$ cat config.mk
export PLATFORM = sky130hd
export DESIGN_NAME = cube_scan
export DESIGN_NICKNAME = d
export VERILOG_FILES = /design/src/rtl/cube_scan.sv
export SDC_FILE = /design/constraint.sdc
export NUM_CORES = 1
export LEC_CHECK = 0
export CELL_PAD_IN_SITES_DETAIL_PLACEMENT = 0
export CELL_PAD_IN_SITES_GLOBAL_PLACEMENT = 1
export CORE_ASPECT_RATIO = 1.1
export CORE_MARGIN = 2
export CORE_UTILIZATION = 40
export DETAILED_ROUTE_END_ITERATION = 6
export PLACE_DENSITY = 0.79
export SLEW_MARGIN = 20
export SYNTH_ARGS = -nofsm -noshare
export SYNTH_HDL_FRONTEND = slang
export SYNTH_SLANG_ARGS = --single-unit
export TNS_END_PERCENT = 5
$ cat constraint.sdc
create_clock -name Clk -period 4.7 [get_ports Clk]
set_clock_uncertainty 0.15 [all_clocks]
set_input_delay 0.705 -clock Clk [delete_from_list [all_inputs] [get_ports Clk]]
set_output_delay 0.705 -clock Clk [all_outputs]
set_load 0.005 [all_outputs]
$ cat src/rtl/cube_scan.sv
// Layer-multiplexed LED-cube driver: snapshots the cell bitmap once per frame,
// shifts each layer's column bits to external latching drivers, then lights that layer.
module cube_scan #(
  parameter int SIZE    = 8,
  parameter int CLK_DIV = 4,
  parameter int DWELL   = 1024,
  parameter int BLANK   = 16
) (
  input  logic                 Clk,
  input  logic                 Rst_n,
  input  logic [SIZE**3-1:0]   Cells,
  input  logic                 Enable,
  output logic                 SerData,
  output logic                 SerClk,
  output logic                 Latch,
  output logic [SIZE-1:0]      Layers,
  output logic                 FrameStart
);

  localparam int unsigned N       = SIZE * SIZE;
  localparam int unsigned CELLS_W = N * SIZE;
  localparam int unsigned BIT_W   = (N > 1) ? $clog2(N) : 1;
  localparam int unsigned LAYER_W = (SIZE > 1) ? $clog2(SIZE) : 1;
  localparam int          CNT_MAX_A = (DWELL > BLANK) ? DWELL : BLANK;
  localparam int          CNT_MAX   = ((CNT_MAX_A > CLK_DIV) ? CNT_MAX_A : CLK_DIV) - 1;
  localparam int unsigned CNT_W   = (CNT_MAX > 0) ? $clog2(CNT_MAX + 1) : 1;

  typedef enum logic [2:0] {
    ST_IDLE,
    ST_LOAD,
    ST_SHIFT,
    ST_LATCH,
    ST_SHOW,
    ST_BLANK
  } state_e;

  state_e               state_q, state_d;
  logic [LAYER_W-1:0]   layer_q, layer_d;
  logic [BIT_W-1:0]     bit_q, bit_d;
  logic                 phase_q, phase_d;   // 0 = SerClk low half, 1 = high half
  logic [CNT_W-1:0]     cnt_q, cnt_d;
  logic [CELLS_W-1:0]   frame_q, frame_d;

  logic                 ser_data_q, ser_data_d;
  logic                 ser_clk_q, ser_clk_d;
  logic                 latch_q, latch_d;
  logic [SIZE-1:0]      layers_q, layers_d;
  logic                 frame_start_q, frame_start_d;

  logic [N-1:0]         layer_bits;
  int unsigned          shamt;

  // NOTE: every variable gets a default before the case so no path leaves it unassigned (no latches).
  always_comb begin
    state_d = state_q;
    layer_d = layer_q;
    bit_d   = bit_q;
    phase_d = phase_q;
    cnt_d   = cnt_q;
    frame_d = frame_q;

    unique case (state_q)
      ST_IDLE: begin
        if (Enable) state_d = ST_LOAD;
      end

      ST_LOAD: begin
        // Cells is sampled only here, so a displayed frame never tears.
        if (layer_q == '0) frame_d = Cells;
        bit_d   = BIT_W'(N - 1);
        phase_d = 1'b0;
        cnt_d   = CNT_W'(CLK_DIV - 1);
        state_d = ST_SHIFT;
      end

      ST_SHIFT: begin
        if (cnt_q != '0) begin
          cnt_d = cnt_q - CNT_W'(1);
        end else begin
          cnt_d = CNT_W'(CLK_DIV - 1);
          if (!phase_q) begin
            phase_d = 1'b1;
          end else if (bit_q == '0) begin
            state_d = ST_LATCH;
          end else begin
            phase_d = 1'b0;
            bit_d   = bit_q - BIT_W'(1);
          end
        end
      end

      ST_LATCH: begin
        if (cnt_q != '0) begin
          cnt_d = cnt_q - CNT_W'(1);
        end else begin
          cnt_d   = CNT_W'(DWELL - 1);
          state_d = ST_SHOW;
        end
      end

      ST_SHOW: begin
        if (cnt_q != '0) begin
          cnt_d = cnt_q - CNT_W'(1);
        end else begin
          cnt_d   = CNT_W'(BLANK - 1);
          state_d = ST_BLANK;
        end
      end

      ST_BLANK: begin
        if (cnt_q != '0) begin
          cnt_d = cnt_q - CNT_W'(1);
        end else begin
          cnt_d   = '0;
          layer_d = (layer_q == LAYER_W'(SIZE - 1)) ? '0 : layer_q + LAYER_W'(1);
          state_d = Enable ? ST_LOAD : ST_IDLE;
        end
      end

      default: state_d = ST_IDLE;
    endcase
  end

  // Outputs are decoded from next-state values so the output flops line up with the state flops.
  always_comb begin
    shamt         = N * 32'(layer_d);
    layer_bits    = N'(frame_d >> shamt);
    ser_data_d    = (state_d == ST_SHIFT) && layer_bits[bit_d];
    ser_clk_d     = (state_d == ST_SHIFT) && phase_d;
    latch_d       = (state_d == ST_LATCH);
    layers_d      = (state_d == ST_SHOW) ? (SIZE'(1) << layer_d) : '0;
    frame_start_d = (state_d == ST_LOAD) && (layer_d == '0);
  end

  // NOTE: sequential state uses non-blocking assignments so all flops update from pre-edge values.
  // NOTE: the frame buffer is cleared on reset too, so nothing from before reset can reach the pins.
  always_ff @(posedge Clk or negedge Rst_n) begin
    if (!Rst_n) begin
      state_q       <= ST_IDLE;
      layer_q       <= '0;
      bit_q         <= '0;
      phase_q       <= 1'b0;
      cnt_q         <= '0;
      frame_q       <= '0;
      ser_data_q    <= 1'b0;
      ser_clk_q     <= 1'b0;
      latch_q       <= 1'b0;
      layers_q      <= '0;
      frame_start_q <= 1'b0;
    end else begin
      state_q       <= state_d;
      layer_q       <= layer_d;
      bit_q         <= bit_d;
      phase_q       <= phase_d;
      cnt_q         <= cnt_d;
      frame_q       <= frame_d;
      ser_data_q    <= ser_data_d;
      ser_clk_q     <= ser_clk_d;
      latch_q       <= latch_d;
      layers_q      <= layers_d;
      frame_start_q <= frame_start_d;
    end
  end

  assign SerData    = ser_data_q;
  assign SerClk     = ser_clk_q;
  assign Latch      = latch_q;
  assign Layers     = layers_q;
  assign FrameStart = frame_start_q;

endmodule

==> out/results.txt <==
CP Capture Type = flop
Final setup fails = 0
Final net count = 3,148
Pleak = 14.6 nW
CP max-delay cell = or3b_1
First-pass GRT wire length = 138,000 um
Crit path kind = flop to flop
Fin crit period = 4.54 ns
Max frequency = 220 MHz
Top_reg_cell synth = dfrtp_1
DR iter-0 viols = 1,460
I/O pins = 527
Area of the multi-input gates = 11,400 um^2
DR vias/cell = 5.52
FF-to-FF Start = cnt_q[1]$_DFFE_PN0P_
I/O Buffers = 526
Slew headroom = 33.8%
Seq cells post-synth = 547
Storage element area = 13,700 um^2
Number of global-route vias before repair = 21,000
Worst Hold Class = input port to asynchronous set/reset pin
Crit path max fanout = 28
Largest net degree at the start of global routing = 115
Comb power frac = 9.6%
Ys async rst share = 100%
Via count = 19,500
Antenna Violating Nets Remaining = 0
Synth Net Count = 2,588
CP dominant cell by count = mux2i_1
Clock slew at reported path FFs = 0.06 ns
Int Pwr = 8.42 mW
Worst EP required = 5.08 ns
Final hold vios = 0
Inserted Clock Buffers = 58
Maximum VDD drop = 0.000279 V
Post-synth cell types = 75
Drt wl/cell = 26.4 um
H-Tree Depth = 2
Max Slew Vio Count = 0
Seq/Total Area, Yosys = 53.2%
RSZ-0062 raised after global routing = no
Max stage delay on crit path = 0.50 ns
Post-DP HPWL = 70,100 um
Top cell family by delay on the critical path = multiplexers
Clk buf depth = 3
Register-to-register setup slack = 0.16 ns
Mean Syn Cell Area = 12.5 um^2
Placer congestion estimate = 0.894
Mapped cell area = 25,800 um^2
Buffers and inverters on the worst path = 3
Die ar. = 66,400 um^2
Die Width = 246 um
Fin crit share = 96.5%
Sw power = 2.43 mW
Largest family of logic cells by synthesized area = multiplexers
Critical Path Source = cnt_q[1]$_DFFE_PN0P_
Post-synthesis cell count = 2,067
Maximum capacitance violations = 0
Worst hold slack = 0.0411 ns
Run status = complete, no violations
Initial core utilization = 40.4%
Compound-Gate Fraction of Synth Area = 8.91%
TritonCTS clock tree = done
R2R depth = 15
Worst R2R End = SerData$_DFF_PN0_
Simple-gate share of the synthesized area = 6.76%
Layout cells sized above 1 = 29.1%
Clock sinks = 547
Clock power frac = 44.5%
Core area = 63,700 um^2
Adder-Cell Fraction of Synth Area = 0.292%
Clk_lat worst skew = 0.62 ns
Net Sw Frac = 22.4%
Initial DRT Pass Iterations = 5
Tot GR Track Use = 27.9%
Final Instance Area = 34,900 um^2
Die Ht = 270 um
Mux cell area share after synthesis = 27.9%
Sequential Power Share = 45.9%
# DRC = 0
# fillers = 5,410
Worst Path Arrival = 4.91 ns
Initial antenna violation count = 31
Area post-placement = 32,800 um^2
Root buffer cell = clkbuf_16
CP cell instances = inv_1 -> ha_1 -> or3b_1 -> nor4_4 -> buf_4 -> mux2i_4 -> buf_12 -> mux2i_1 -> mux2_2 -> mux2i_1 -> o221ai_1 -> a21oi_1 -> a211oi_2 -> o31a_1 -> a211oi_1
Layout Area Growth over Synthesis = 35.4%
Post-synth EDFFs = 0
Number of cell rows = 97
Yosys warnings = 0
XOR/XNOR Fraction of Synth Area = 0%
Worst-margin pin slew = 0.992 ns
Final WL = 93,500 um
Startpoint Class = flop
GRT overflow = 0
PwrDens = 311 nW/um^2
## worst register-to-register path, stage by stage (launching register included)
cell and delay [ns]:
dfrtp_1 0.40, inv_1 0.08, ha_1 0.19, or3b_1 0.50
nor4_4 0.38, buf_4 0.22, mux2i_4 0.35, buf_12 0.28
mux2i_1 0.15, mux2_2 0.27, mux2i_1 0.44, o221ai_1 0.19
a21oi_1 0.22, a211oi_2 0.12, o31a_1 0.32, a211oi_1 0.17
## registers in the layout, summed over array words and instances, names as in the netlist
name / count
FrameStart: 1
Latch: 1
Layers: 8
SerClk: 1
SerData: 1
bit_q: 6
cnt_q: 10
frame_q: 512
layer_q: 3
phase_q: 1
state_q: 3
## worst max-delay path by stage
stage / cells past startpoint / slack, ns / endpoint
detailed placement: 13 / -0.12 / SerData$_DFF_PN0_
global placement: 13 / -0.12 / SerData$_DFF_PN0_
floorplan: 16 / 0.38 / SerData$_DFF_PN0_
global route: 16 / 0.01 / SerData$_DFF_PN0_
finish: 15 / 0.16 / SerData$_DFF_PN0_
CTS: 16 / 0.06 / SerData$_DFF_PN0_
## cell families (layout without fill, tap and decap cells)
| family | Yosys count | in the layout |
|---|---|---|
| buffers and inverters | 172 | 781 |
| AND/OR/NAND/NOR | 381 | 381 |
| other | 0 | 18 |
| flip-flops | 547 | 547 |
| multiplexers | 652 | 652 |
| adder cells (fa/ha/maj) | 6 | 6 |
| AO/OA/AOI/OAI | 309 | 309 |
## per-layer routing
layer | up-vias | global-route usage [%] | wire, um
met5 | - | 0 | 123
met4 | 22 | 11.1 | 3500
met3 | 178 | 5.49 | 5940
met2 | 684 | 45.8 | 45500
met1 | 9906 | 36.3 | 38500
li1 | 8730 | - | -
## final cells by class
type,count,share of cell area (%)
diodes,18,0.129
clock buffers,89,5.11
clock inverters,20,0.674
inverters,23,0.273
multi-input cells,1348,32.6
flip-flops and latches,547,39.2
well taps,841,3.02
repair buffers,649,18.9
## Yosys cell counts (4+ instances only)
master	count	area, um^2
a22oi_1	6	45.0
o21a_1	12	90.1
dfrtp_1	547	13700
or4_1	4	30.0
o311ai_0	4	35.0
nor4_1	7	43.8
inv_1	17	63.8
a31oi_1	10	62.6
o211ai_1	18	135
mux2i_1	118	1180
nor2b_1	4	25.0
ha_1	6	75.1
buf_2	77	385
o22ai_1	26	163
a211oi_1	21	158
o31a_1	12	105
buf_1	21	78.8
or3_1	25	156
a2bb2oi_1	4	35.0
o2111ai_1	4	35.0
o311a_1	4	40.0
nand2b_1	10	62.6
mux2_2	530	5970
nand2_1	66	248
nand3_1	13	65.1
a21oi_1	38	190
a311oi_1	4	35.0
o221ai_1	50	438
a32oi_1	4	35.0
a221oi_1	4	35.0
o32a_1	4	40.0
o21ai_0	31	155
o22a_1	7	61.3
clkbuf_1	48	180
nor3_1	45	225
a211o_1	5	43.8
nor2_1	182	683
and3_1	5	31.3
o31ai_1	9	67.6
inv_2	4	15.0
## power by group through the flow
stage / clock network, mW / registers (mW) / logic [mW]
global placement: 0 / 5.06 / 1.03
global route: 5.10 / 5.01 / 1.12
detailed placement: 0 / 5.07 / 1.04
floorplan: 0 / 5.05 / 0.340
finish: 4.83 / 4.99 / 1.04
CTS: 4.92 / 4.99 / 1.05
## layout by cell type, fill, tap and decap left out, drive strengths merged, types with 5 or more instances in the layout
cell type	netlist	final
o31a	12	12
or3	25	25
a211o	5	5
o21a	12	12
a22oi	6	6
a211oi	21	21
or4	5	5
clkinv	2	13
buf	101	124
inv	21	21
o22a	7	7
bufinv	0	5
clkbuf	48	89
a31oi	10	10
o211ai	18	18
mux2i	119	119
o31ai	9	9
nor3	45	45
clkdlybuf4s50	0	525
and3	5	5
o22ai	26	26
mux2	533	533
ha	6	6
o221ai	50	50
o21ai	34	34
diode	0	18
dfrtp	547	547
nor2	182	182
nor4	8	8
nand3	13	13
nand2b	10	10
a21oi	38	38
nand2	68	68
## what timing repair did
action,CTS,global route
setup buffers,0,3
pin swaps,0,1
hold buffers,0,0
gates resized for setup,3,2
setup endpoints to repair,1,1
## through the flow
stage          utilization [%]  power (mW)  setup TNS (ns)  setup slack [ns]  cells
6_report                  54.7        10.9               0             0.164   3535
5_1_grt                   54.7        11.2               0            0.0107   3534
4_1_cts                   54.6        11.0               0            0.0643   3514
2_1_floorplan                -        5.39               0             0.377   2067
3_5_place_dp              51.4        6.12          -0.116            -0.116   3405
3_3_place_gp              51.4        6.10          -0.121            -0.121   3405
(Power assumes the default switching activity.)
